### src/rtl/packing_controller_pkg.sv
// Shared definitions for the egg packing controller.
//   state_t         : controller FSM state encoding
//   DOZEN           : eggs per full box
//   BOX_MAX_DEFAULT : default highest box count before box_cnt wraps to 0
package packing_controller_pkg;

    typedef enum logic [2:0] {
        IDLE,
        WAIT_BOX,
        FILL,
        EJECT,
        FAULT
    } state_t;

    localparam int unsigned DOZEN           = 12;
    localparam int unsigned BOX_MAX_DEFAULT = 99;

endpackage

### src/rtl/packing_controller_dozen_counter.sv
// Egg counter for one box.
//   clk   : system clock
//   rst_n : asynchronous active-low clear
//   en    : count one egg
//   clr   : synchronous clear (has priority over en)
//   count : eggs counted, 0..DOZEN
//   term  : high while count == DOZEN
module dozen_counter
    import packing_controller_pkg::*;
(
    input  logic       clk,
    input  logic       rst_n,
    input  logic       en,
    input  logic       clr,
    output logic [3:0] count,
    output logic       term
);

    always_ff @(posedge clk or negedge rst_n) begin
        if (!rst_n) begin
            count <= '0;
        end else if (clr) begin
            count <= '0;
        end else if (en) begin
            // Modulo-12 over the values 1..12: an egg counted at a full
            // dozen starts the next dozen.
            if (count == 4'(DOZEN))
                count <= 4'd1;
            else
                count <= count + 4'd1;
        end
    end

    assign term = (count == 4'(DOZEN));

endmodule

### src/rtl/packing_controller.sv
// Egg packing line controller: runs the conveyor while a box is filled,
// ejects each full dozen, counts packed boxes and flags a box lost mid-fill.
//   Ck         : system clock
//   clear      : asynchronous active-low reset
//   start/stop : operator requests (levels)
//   egg_det    : egg sensor, each 0->1 edge is one egg
//   box_in     : box present in the filling position
//   eject_done : ejector finished pushing the box out
//   belt_on    : conveyor enable (FILL)
//   eject      : ejector command (EJECT)
//   dozen      : one-cycle pulse on the 12th egg of a box
//   fault      : box lost during filling (FAULT)
//   egg_cnt    : eggs in current box, 0..12
//   box_cnt    : full boxes packed, 0..BOX_MAX
module packing_controller
    import packing_controller_pkg::*;
#(
    parameter int unsigned BOX_MAX = BOX_MAX_DEFAULT
) (
    input  logic       Ck,
    input  logic       clear,
    input  logic       start,
    input  logic       stop,
    input  logic       egg_det,
    input  logic       box_in,
    input  logic       eject_done,
    output logic       belt_on,
    output logic       eject,
    output logic       dozen,
    output logic       fault,
    output logic [3:0] egg_cnt,
    output logic [6:0] box_cnt
);

    state_t state;
    state_t state_nxt;
    logic   egg_prev;
    logic   egg_edge;
    logic   last_egg;
    logic   stop_pend;
    logic   cnt_en;
    logic   cnt_clr;
    logic   cnt_full;

    assign egg_edge = egg_det & ~egg_prev;
    assign last_egg = (state == FILL) && egg_edge && (egg_cnt == 4'(DOZEN - 1));

    // An egg that coincides with losing the box is not counted, so the
    // count freezes at its value on entry to FAULT.
    assign cnt_en  = (state == FILL) && egg_edge && !cnt_full && (box_in || last_egg);
    assign cnt_clr = ((state == WAIT_BOX) && !stop && box_in)
                   || ((state == EJECT) && eject_done)
                   || ((state == FAULT) && start && !stop);

    dozen_counter u_dozen_counter (
        .clk   (Ck),
        .rst_n (clear),
        .en    (cnt_en),
        .clr   (cnt_clr),
        .count (egg_cnt),
        .term  (cnt_full)
    );

    always_comb begin
        state_nxt = state;
        case (state)
            IDLE:     if (start && !stop) state_nxt = WAIT_BOX;
            WAIT_BOX: if (stop) state_nxt = IDLE;
                      else if (box_in) state_nxt = FILL;
            FILL:     if (last_egg) state_nxt = EJECT;
                      else if (!box_in) state_nxt = FAULT;
            EJECT:    if (eject_done) state_nxt = (stop_pend || stop) ? IDLE : WAIT_BOX;
            FAULT:    if (start && !stop) state_nxt = WAIT_BOX;
            default:  state_nxt = IDLE;
        endcase
    end

    // Outputs are decoded from the next state so they are registered yet
    // change on the same edge as the state itself.
    always_ff @(posedge Ck or negedge clear) begin
        if (!clear) begin
            state     <= IDLE;
            egg_prev  <= 1'b0;
            stop_pend <= 1'b0;
            box_cnt   <= '0;
            belt_on   <= 1'b0;
            eject     <= 1'b0;
            fault     <= 1'b0;
            dozen     <= 1'b0;
        end else begin
            state    <= state_nxt;
            egg_prev <= egg_det;
            belt_on  <= (state_nxt == FILL);
            eject    <= (state_nxt == EJECT);
            fault    <= (state_nxt == FAULT);
            dozen    <= last_egg;

            if (((state == FILL) || (state == EJECT)) && stop)
                stop_pend <= 1'b1;

            if ((state == EJECT) && eject_done) begin
                box_cnt   <= (box_cnt == 7'(BOX_MAX)) ? '0 : box_cnt + 7'd1;
                stop_pend <= 1'b0;
            end

            if ((state == FAULT) && start && !stop)
                stop_pend <= 1'b0;
        end
    end

endmodule

### config.mk
export PLATFORM = sky130hd
export DESIGN_NAME = packing_controller
export DESIGN_NICKNAME = d
export VERILOG_FILES = /design/src/rtl/packing_controller_pkg.sv /design/src/rtl/packing_controller_dozen_counter.sv /design/src/rtl/packing_controller.sv
export SDC_FILE = /design/constraint.sdc
export NUM_CORES = 1
export LEC_CHECK = 0
export ABC_CLOCK_PERIOD_IN_PS = 1750
export BUFFER_PORTS_ARGS = -buffer_cell sky130_fd_sc_hd__buf_2
export CORE_AREA = 2 2 53 55
export CTS_BUF_LIST = sky130_fd_sc_hd__clkbuf_8
export DETAILED_ROUTE_END_ITERATION = 10
export DIE_AREA = 0 0 55 57
export GPL_ROUTABILITY_DRIVEN = 0
export PLACE_DENSITY = 0.65
export REMOVE_ABC_BUFFERS = 1
export SETUP_SLACK_MARGIN = 0.15
export SLEW_MARGIN = 40
export SYNTH_ARGS = -nofsm -noshare
export SYNTH_HDL_FRONTEND = slang
export SYNTH_SLANG_ARGS = --single-unit
### constraint.sdc
create_clock -name Ck -period 1.75 [get_ports Ck]
set_input_delay 0 -clock Ck [delete_from_list [all_inputs] [get_ports Ck]]
set_output_delay 0 -clock Ck [all_outputs]
set_load 0.05 [all_outputs]
=== Word-level counts from Yosys, hierarchy flattened ===
Cells that the tools add are included.

* Add/subtract/negate cells: 2
* Equality and inequality tests: 10
* Multiplexer cells: 15
* Bitwise operators: 2
* Reductions and logical operators: 22

{| class="wikitable"
|+ Operator list
! kind !! number
|-
| two-way mux 3 bit || 6
|-
| == test 3 x 2 -> 1 bit (second input constant) || 4
|-
| two-way mux 4 bit || 3
|-
| case mux 3 bit (4 select lines) || 1
|-
| logical AND 1 bit || 11
|-
| == test 4 bit (second input constant) || 2
|-
| adder 7 x 1 -> 7 bit (second input constant) || 1
|-
| == test 7 bit (second input constant) || 1
|-
| two-way mux 7 bit || 1
|-
| == test 3 bit (second input constant) || 2
|-
| logical OR 1 bit || 5
|-
| adder 4 x 1 -> 4 bit (second input constant) || 1
|-
| two-way mux 1 bit || 4
|-
| == test 3 x 1 -> 1 bit (second input constant) || 1
|-
| logical NOT 3 bit || 1
|-
| nonzero test 3 bit || 1
|-
| logical NOT 1 bit || 2
|-
| nonzero test 2 bit || 1
|-
| OR reduction 2 bit || 1
|-
| bitwise AND 1 bit || 1
|-
| inverter 1 bit || 1
|}

* Bits in registers: 20
* Input port bits: 7
* Logic and storage cells: 60

=== Longest topological paths before layout ===
Gate-level depths: netlist of the first run.

* Depth after elaboration: 8
* Gate-level depth with buffers: 7

=== By module ===
A second synthesis of the first run with hierarchy kept.

* Cells, all modules: 107
* Area, all modules: 1049.8 sq um

{| class="wikitable"
|+ Modules (own cells, without submodules)
! module !! instances !! cells an instance !! area an instance (sq um) !! seq. area each (sq um)
|-
| packing_controller || 1 || 85 || 839.6 || 400.4
|-
| dozen_counter || 1 || 22 || 210.2 || 100.1
|}

=== Worst setup path after synthesis of the first run ===
OpenSTA, ideal clock, no wires.

* Path type: register to register
* Start point: register u_dozen_counter.count[0]
* End point: register u_dozen_counter.count[2]
* Setup time: 0.111 ns
* Arrival time: 1.648 ns
* Data required time: 1.639 ns
* Setup slack: -0.010 ns
* Stages on the path, launching flop included: 6
* Cell sequence: dfrtp_1 -> ha_1 -> and4bb_2 -> nand4_1 -> o21ai_0 -> a2111oi_2

* Longest elaborated chain between the ends: 5

{| class="wikitable"
|+ Ends and longest elaborated chain
! element !! RTL line !! text
|-
| start, declared || packing_controller_dozen_counter.sv:15 || <nowiki>output logic [3:0] count,</nowiki>
|-
| start signal, assigned || packing_controller_dozen_counter.sv:30 || <nowiki>count <= count + 4'd1;</nowiki>
|-
| branches (longest 5 deep; another with adder 4 x 1 -> 4 bit) || n/a ||
|}

Several ways; the timed one is not identified. The select of a mux whose other input is x is not followed.
A chain may end at the register's enable or synchronous reset.

=== Worst setup path after layout of the first run ===
* Start point: register state[2]
* End point: register box_cnt[6]

* Longest elaborated chain between the ends: 2

{| class="wikitable"
|+ Ends and longest elaborated chain
! element !! RTL line !! text
|-
| start, declared || packing_controller.sv:35 || <nowiki>state_t state;</nowiki>
|-
| start signal, assigned || packing_controller.sv:91 || <nowiki>state <= state_nxt;</nowiki>
|-
| == test 3 x 2 -> 1 bit || packing_controller.sv:101 || <nowiki>if ((state == EJECT) && eject_done) begin</nowiki>
|-
| logical AND 1 bit || packing_controller.sv:101 ||
|-
| end signal, assigned || packing_controller.sv:102 || <nowiki>box_cnt <= (box_cnt == 7'(BOX_MAX)) ? '0 : box_cnt + 7'd1;</nowiki>
|-
| end, declared || packing_controller.sv:32 || <nowiki>output logic [6:0] box_cnt</nowiki>
|}

No other way between the ends.

==> flow_summary.ini, run 1 <==
[route]
via_count = 921
wire_per_inst_um = 13.3
drtPass1Iterations = 4
drc_errors = 0
wl_mm = 2.24
ant_nets = 0
drt-initial-drc-count = 16
avgViaCountPerCell = 5.48

[clock_tree]
cts_tree = done
clock-sinks = 20
root_buffer = clkbuf_8
htree_num_levels = 1
cts_inserted_buffers = 3
clk-insertion-delay-late_ps = 250
clk_path_buf_depth = 2
path_clk_slew_ps = 80

[yosys]
synth_flop_cell = dfrtp_1
synth_seq_area_share_pct = 45.5
synthCells = 110
synth_top_area_share_pct = 45.5
ys_async_sr_fraction_pct = 100
syn_area_mm2 = 0.00110
synthTopCellsByArea = dfrtp_1 (46%), a21oi_1 (5.5%), ha_1 (3.4%)
yosys_warnings = 0
synth.avg_cell_area_um2 = 10.0
synth_edf_count = 0
ys_seq_elements = 20
yosys.area.top_type = dfrtp_1
synth_cell_types = 40

[floorplanning]
ios = 22
start_util_pct = 42.1
core_mm2 = 0.00262
die_area_mm2 = 0.00314
dieHeight_um = 57
rows = 19
die_x_um = 55

[sta]
post-route-period-util_pct = 85.5
tightest_slew_ps = 444
fin_skew_ps = 3.68
timing.fmax_ghz = 0.669
hold_slack_ps = 103
finalHoldViolations = 0
report.final.slew_viol_count = 0
grt_setup_unrepaired = true
fin_setup_tns_ps = 0
setup_viol = 0
setup_slack_ps = 254
timing.slew.headroom_pct = 70.4
min_period_ps = 1500

[placed_design]
detailed_place_hpwl_mm = 1.62
dpl_cell_area_mm2 = 0.00123
port_buffers = 21
place_inst = 160
pre_cts_slack_ps = 184

[power_and_ir_drop]
leakagePower_nw = 0.654
p_switching_uw = 507
clkPwrFrac_pct = 31.1
power.total_mw = 1.47
power_density_mw_per_mm2 = 1080
p_comb_share_pct = 28.7
irDropWorstVdd_mv = 0.786
seqPwrFrac_pct = 40.2
sw_frac_of_total_pct = 34.6
p_int_uw = 960

[cells_and_area]
fillCellCount = 253
antenna_cells = 0
final_cell_mix = buf_2 (21), dfrtp_1 (19), a21oi_1 (12)
layout-drive-gt1-share_pct = 30.7
finalInstanceArea_mm2 = 0.00135
area_growth_pct = 23.1
final_util_pct = 51.8
fin_cells = 168
final_common_cell = buf_2
layout.nets = 148

[setup_path]
worstPathArrival_ps = 1660
critPathRequiredTime_ps = 1910
rr_startpoint = state[2]
rrSetupSlack_ps = 250
cpLargestDelayFamily = simple AND/OR/NAND/NOR gates
slowest_delay_ps = 470
r2r_cells = 4
start_kind = register
crit_type = reg2reg
reg2reg_to = box_cnt[6]
path_cells = nand4b_4, nor2_2, a41oi_1, a311oi_1
critPathSlowestCell = dfrtp_1
worstSetupEndpointType = register
crit_buf_inv = 0
worst-path-max-fanout = 9

[hold_path]
min_to = state[2]
worstHoldPathCells = 4
worstHoldStart = start
hold_path.class = in2reg

[grt]
grt_start_max_net_pins = 21
grt_overflow = 0
grt_pass1_wl_mm = 3.89
grt_pass1_vias = 920
track_usage_pct = 16.6
antenna_found_initial = 0

[outcome]
status = finished clean

[job]
maxCapViolCount = 0
-- area by class of cell --
cell class	count	area (um^2)	area share [%]
Tap cell	31	38.8	2.87
Multi-Input combinational cell	78	551	40.7
Timing Repair Buffer	28	165	12.2
Clock buffer	3	41.3	3.05
Sequential cell	20	502	37.1
Clock inverter	1	30.0	2.22
Inverter	7	26.3	1.94
-- sequential cells by signal (all words and copies together) (netlist names) --
| register | cells |
|---|---|
| belt_on | 1 |
| box_cnt | 7 |
| u_dozen_counter.count | 4 |
| eject | 1 |
| fault | 1 |
| egg_prev | 1 |
| state | 3 |
| stop_pend | 1 |
| dozen | 1 |
-- power groups by stage --
stage | combinational, mW | sequential [mW] | clock [mW]
floorplan | 0.142 | 0.742 | 0
global placement | 0.403 | 0.593 | 0
CTS | 0.418 | 0.587 | 0.470
finish | 0.422 | 0.589 | 0.457
global route | 0.459 | 0.604 | 0.490
detailed placement | 0.412 | 0.598 | 0
-- per-layer routing --
metal  vias up  GRT usage (%)  part of all wire (%)
li1        458              -                     -
met4         0           7.32                   1.2
met2        13           25.2                    48
met1       448           23.3                    47
met5         -              0                     0
met3         2           2.62                   3.2
-- synthesized netlist by cell type (2+ instances only) --
cell type  instances
nor2b_1            2
o21ai_0            6
nand3_1            6
xnor2_1            2
mux2_2             3
ha_1               3
a311oi_1           2
dfrtp_1           20
nand2_1            4
a21oi_1           12
clkbuf_1           2
o2bb2ai_1          2
nor3_1             2
nor2_1             8
inv_1              6
nand3b_1           4
nand4_1            2
buf_4              2
-- how the worst max path moves through the flow --
stage                             startpoint                       end  slack, ps  depth (start not counted)
floorplan           u_dozen_counter.count[0]  u_dozen_counter.count[2]        -10                          5
global placement    u_dozen_counter.count[0]  u_dozen_counter.count[2]        240                          5
detailed placement  u_dozen_counter.count[0]  u_dozen_counter.count[2]        180                          5
CTS                 u_dozen_counter.count[0]  u_dozen_counter.count[2]        170                          5
global route                        state[2]                box_cnt[6]        130                          4
finish                              state[2]                box_cnt[6]        250                          4
-- timing repair --
item | in CTS | in global routing
endpoints found under the hold margin | 22 | 0
setup buffers | 0 | 1
hold buffers | 3 | 0
gates resized for setup | 0 | 5
endpoints found under the setup margin | 0 | 6
-- cells by family after synthesis --
group	Yosys count	synth area share, %
and+or+nand+nor	38	21.7
AOI/OAI and AO/OA	31	18.4
DFF	20	45.5
buffers and inverters	12	5.46
xor gates and xnor gates	3	2.39
muxes	3	3.07
adders and majority gates	3	3.41
-- worst min-delay path, stage by stage --
cell and delay [ps]:
buf_2 90, nand2b_1 60, nand3b_1 100, a21oi_1 70
(Power assumes the default switching activity.)
==> run 2: changes to the inputs <==
Settings changed: ABC_CLOCK_PERIOD_IN_PS 1750 to 1600, CAP_MARGIN from default to 40, PLACE_DENSITY 0.65 to 0.71.
Clock period 1.75 ns to 1.6 ns, I/O delays scaled along.
==> flow_summary.ini, run 2 (synthesis gave the netlist of run 1 again) <==
[power_and_ir_drop]
p_switching_uw = 591
p_comb_share_pct = 33.2
sw_frac_of_total_pct = 34.6
seqPwrFrac_pct = 37.8
leakagePower_nw = 0.694
p_int_mw = 1.12
clkPwrFrac_pct = 29.0
irDropWorstVdd_mv = 0.685
power_density_mw_per_mm2 = 1180

[floorplanning]
rows = 19
die_x_um = 55
dieHeight_um = 57
start_util_pct = 42.1
core_mm2 = 0.00262
ios = 22
die_area_mm2 = 0.00314

[sta]
tightest_slew_ps = 430
grt_setup_unrepaired = true
min_period_ps = 1460
fin_skew_ps = 0.888
setup_viol = 0
timing.fmax_ghz = 0.683
timing.slew.headroom_pct = 71.3
fin_setup_tns_ps = 0
post-route-period-util_pct = 91.5
report.final.slew_viol_count = 0
finalHoldViolations = 0
hold_slack_ps = 99.4
setup_slack_ps = 136

[clock_tree]
htree_num_levels = 1
path_clk_slew_ps = 70
root_buffer = clkbuf_8
clk_path_buf_depth = 2
cts_tree = done
cts_inserted_buffers = 3
clock-sinks = 20
clk-insertion-delay-late_ps = 250

[cells_and_area]
area_growth_pct = 31.4
top_register = box_cnt
final_common_cell = buf_2
finalInstanceArea_mm2 = 0.00145
layout-drive-gt1-share_pct = 38.2
layout.nets = 155
antenna_cells = 0
largestRegisters = box_cnt (7), u_dozen_counter.count (4), state (3)
fin_cells = 175
largest_reg_flops = 7
final_cell_mix = buf_2 (21), dfrtp_1 (17), a21oi_1 (11)

[placed_design]
dpl_cell_area_mm2 = 0.00125
port_buffers = 21
place_inst = 163
pre_cts_slack_ps = 48.4
detailed_place_hpwl_mm = 1.61

[route]
avgViaCountPerCell = 5.59
wire_per_inst_um = 13.4
drc_errors = 0
drtPass1Iterations = 4
via_count = 979
ant_nets = 0
drt-initial-drc-count = 22
wl_mm = 2.35

[setup_path]
crit_buf_inv = 0
worst-path-max-fanout = 8
worstPathArrival_ps = 1610
crit_type = reg2reg
path_cells = or4_1, a311oi_1
slowest_delay_ps = 580
worstSetupEndpointType = register
start_kind = register
cpLargestDelayFamily = simple AND/OR/NAND/NOR gates
critPathSlowestCell = or4_1
critPathRequiredTime_ps = 1750

[grt]
grt_overflow = 0
grt_pass1_wl_mm = 4.04
track_usage_pct = 16.8
antenna_found_initial = 0
grt_start_max_net_pins = 21
grt_pass1_vias = 935

[job]
maxCapViolCount = 0

[outcome]
status = finished clean

[hold_path]
hold_path.class = in2reg
run 2: area by class of cell:
type                            instances  area [um^2]
Sequential cell                        20          504
Clock buffer                            3         41.3
Clock inverter                          1         30.0
Timing Repair Buffer                   35          225
Multi-Input combinational cell         78          574
Fill cell                             244         1170
Tap cell                               31         38.8
Inverter                                7         31.3
run 2: final timing paths:
check                                    startpoint                        to  slack [ps]  cells after the start
max                        u_dozen_counter.count[3]  u_dozen_counter.count[3]         140                      2
max reg2reg                u_dozen_counter.count[3]  u_dozen_counter.count[3]         140                      2
min reg2reg                               stop_pend                 stop_pend         560                      2
min in group asynchronous                     clear                box_cnt[5]         220                      2
max in group asynchronous                     clear  u_dozen_counter.count[2]        1060                      2
min                                           start                     fault         100                      4
run 2: power groups by stage:
stage	logic (mW)	registers, mW	clock network [mW]
2_1_floorplan	0.155	0.811	0
5_1_grt	0.610	0.655	0.533
3_3_place_gp	0.458	0.641	0
6_report	0.567	0.645	0.496
3_5_place_dp	0.467	0.645	0
4_1_cts	0.498	0.636	0.507
run 2: timing repair:
| action | 4_1_cts | 5_1_grt |
|---|---|---|
| endpoints found under the hold margin | 22 | 0 |
| pin swaps | 5 | 6 |
| hold buffers | 3 | 0 |
| setup buffers | 2 | 3 |
| cloned | 0 | 0 |
| gates resized for setup | 5 | 14 |
| endpoints found under the setup margin | 7 | 8 |
run 2: worst min-delay path: cells and delay by family:
kind,cells,cell delay [ps]
and+or+nand+nor,2,150
buffers and inverters,1,100
AOI/OAI and AO/OA,1,70
run 2: metrics by stage:
step	power [mW]	utilization, %
after floorplan	0.967	-
after global placement	1.10	48.0
after detailed placement	1.11	48.0
after CTS	1.64	53.0
after global routing	1.80	55.3
final	1.71	55.3
run 2: routing by layer:
layer	wire length, um	vias to the layer above	part of all wire, %	track usage [%]
met5	0	-	0	0
met4	0	0	0	4.88
met3	76	0	3.2	2.62
met2	1160	21	50	25.7
met1	1110	481	47	24.6
li1	-	477	-	-
==> run 3: changes to the inputs <==
Settings changed: CORE_AREA 2 2 53 55 to 2 2 48 50, DIE_AREA 0 0 55 57 to 0 0 50 52, PLACE_DENSITY 0.71 to 0.83.
==> flow_summary.ini, run 3 (synthesis gave the netlist of run 1 again) <==
[outcome]
status = finished clean

[setup_path]
crit_type = reg2reg
worstPathArrival_ps = 1620
worstSetupEndpointType = register
worst-path-max-fanout = 4
critPathRequiredTime_ps = 1750
start_kind = register
rrSetupSlack_ps = 130

[floorplanning]
core_mm2 = 0.00211
dieHeight_um = 52
start_util_pct = 52.2
rows = 17
die_area_mm2 = 0.00260
ios = 22
die_x_um = 50

[power_and_ir_drop]
p_int_mw = 1.01
power_density_mw_per_mm2 = 1080
leakagePower_nw = 0.699
irDropWorstVdd_mv = 0.741
p_switching_uw = 595
sw_frac_of_total_pct = 37.2
power.total_mw = 1.60
p_comb_share_pct = 36.4
clkPwrFrac_pct = 23.5
seqPwrFrac_pct = 40.0

[sta]
setup_viol = 0
tightest_slew_ps = 443
grt_setup_unrepaired = true
finalHoldViolations = 0
fin_skew_ps = 4.24
timing.fmax_ghz = 0.680
min_period_ps = 1470
timing.slew.headroom_pct = 70.4
post-route-period-util_pct = 91.9
report.final.slew_viol_count = 0

[route]
wire_per_inst_um = 14.2
drtPass1Iterations = 4
wl_mm = 2.48
drc_errors = 0
avgViaCountPerCell = 5.67
drt-initial-drc-count = 18
via_count = 993
ant_nets = 0

[cells_and_area]
regArea_um2 = 504
final_cell_mix = buf_2 (21), dfrtp_1 (17), buf_4 (14)
final_common_cell = buf_2
finalInstanceArea_mm2 = 0.00148
top_register = box_cnt
largestRegisters = box_cnt (7), u_dozen_counter.count (4), state (3)
layout.nets = 158
multi_input_comb_area_um2 = 614
antenna_cells = 0
area_growth_pct = 34.4
layout-drive-gt1-share_pct = 41.5
fillCellCount = 166
largest_reg_flops = 7

[hold_path]
hold_path.class = in2reg

[clock_tree]
htree_num_levels = 1
clk_path_buf_depth = 2
root_buffer = clkbuf_8
cts_inserted_buffers = 3
path_clk_slew_ps = 70
clk-insertion-delay-late_ps = 250
clock-sinks = 20
cts_tree = done

[grt]
track_usage_pct = 20.1
antenna_found_initial = 0
grt_pass1_wl_mm = 4.06
grt_pass1_vias = 920
grt_overflow = 0
grt_start_max_net_pins = 21

[placed_design]
dpl_cell_area_mm2 = 0.00124
port_buffers = 21
detailed_place_hpwl_mm = 1.61

[job]
maxCapViolCount = 0
## run 3: critical path, cell delays in order (launching register included)
cell and delay (ps):
dfrtp_1 390, ha_2 200, and4bb_2 250, nand4_1 110, o21ai_2 90, a2111oi_4 330
## run 3: repair_timing
| action | CTS | global route |
|---|---|---|
| hold buffers | 3 | 0 |
| pin swaps | 2 | 9 |
| resized for setup | 5 | 16 |
| endpoints found under the hold margin | 22 | 0 |
| setup endpoints to repair | 6 | 11 |
| buffers inserted | 5 | 4 |
## run 3: stage by stage
step | hold slack [ps] | util (%) | worst slack (ps) | TNS [ps] | instances
final | 64.1 | 70.2 | 129 | 0 | 175
after global routing | 90.5 | 70.2 | 38.0 | 0 | 175
after CTS | 71.0 | 65.5 | 152 | 0 | 171
after detailed placement | -31.3 | 59.1 | 30.9 | 0 | 159
after global placement | -34.4 | 59.1 | 106 | 0 | 159
after floorplan | -296 | - | -160 | -347 | 105
## run 3: final cells by class
| class | count | share of cell area (%) |
|---|---|---|
| Tap cell | 28 | 2.37 |
| Clock buffer | 4 | 3.73 |
| Inverter | 7 | 1.95 |
| Timing Repair Buffer | 38 | 16.3 |
| Sequential cell | 20 | 34.1 |
| Multi-Input combinational cell | 78 | 41.6 |
## run 3: worst paths after layout
check	endpoint	from	depth (start not counted)
setup / recovery	u_dozen_counter.count[2]	u_dozen_counter.count[0]	5
hold / removal	state[2]	start	4
setup reg to reg	u_dozen_counter.count[2]	u_dozen_counter.count[0]	5
hold reg to reg	box_cnt[0]	box_cnt[0]	1
max in group asynchronous	state[0]	clear	2
min in group asynchronous	stop_pend	clear	2
## run 3: routing by layer
layer,wire [um],GRT usage [%],share of wire [%],vias to the layer above
met4,35,4.17,1.4,0
li1,-,-,-,481
met2,1260,35.3,51,21
met3,68,2.59,2.7,4
met5,0,0,0,-
met1,1120,26.5,45,487
## run 3: power groups by stage
stage | Sequential (mW) | Combinational (mW) | Clock [mW]
6_report | 0.641 | 0.583 | 0.377
3_5_place_dp | 0.652 | 0.454 | 0
4_1_cts | 0.635 | 0.511 | 0.385
3_3_place_gp | 0.647 | 0.440 | 0
5_1_grt | 0.651 | 0.629 | 0.407
2_1_floorplan | 0.811 | 0.155 | 0
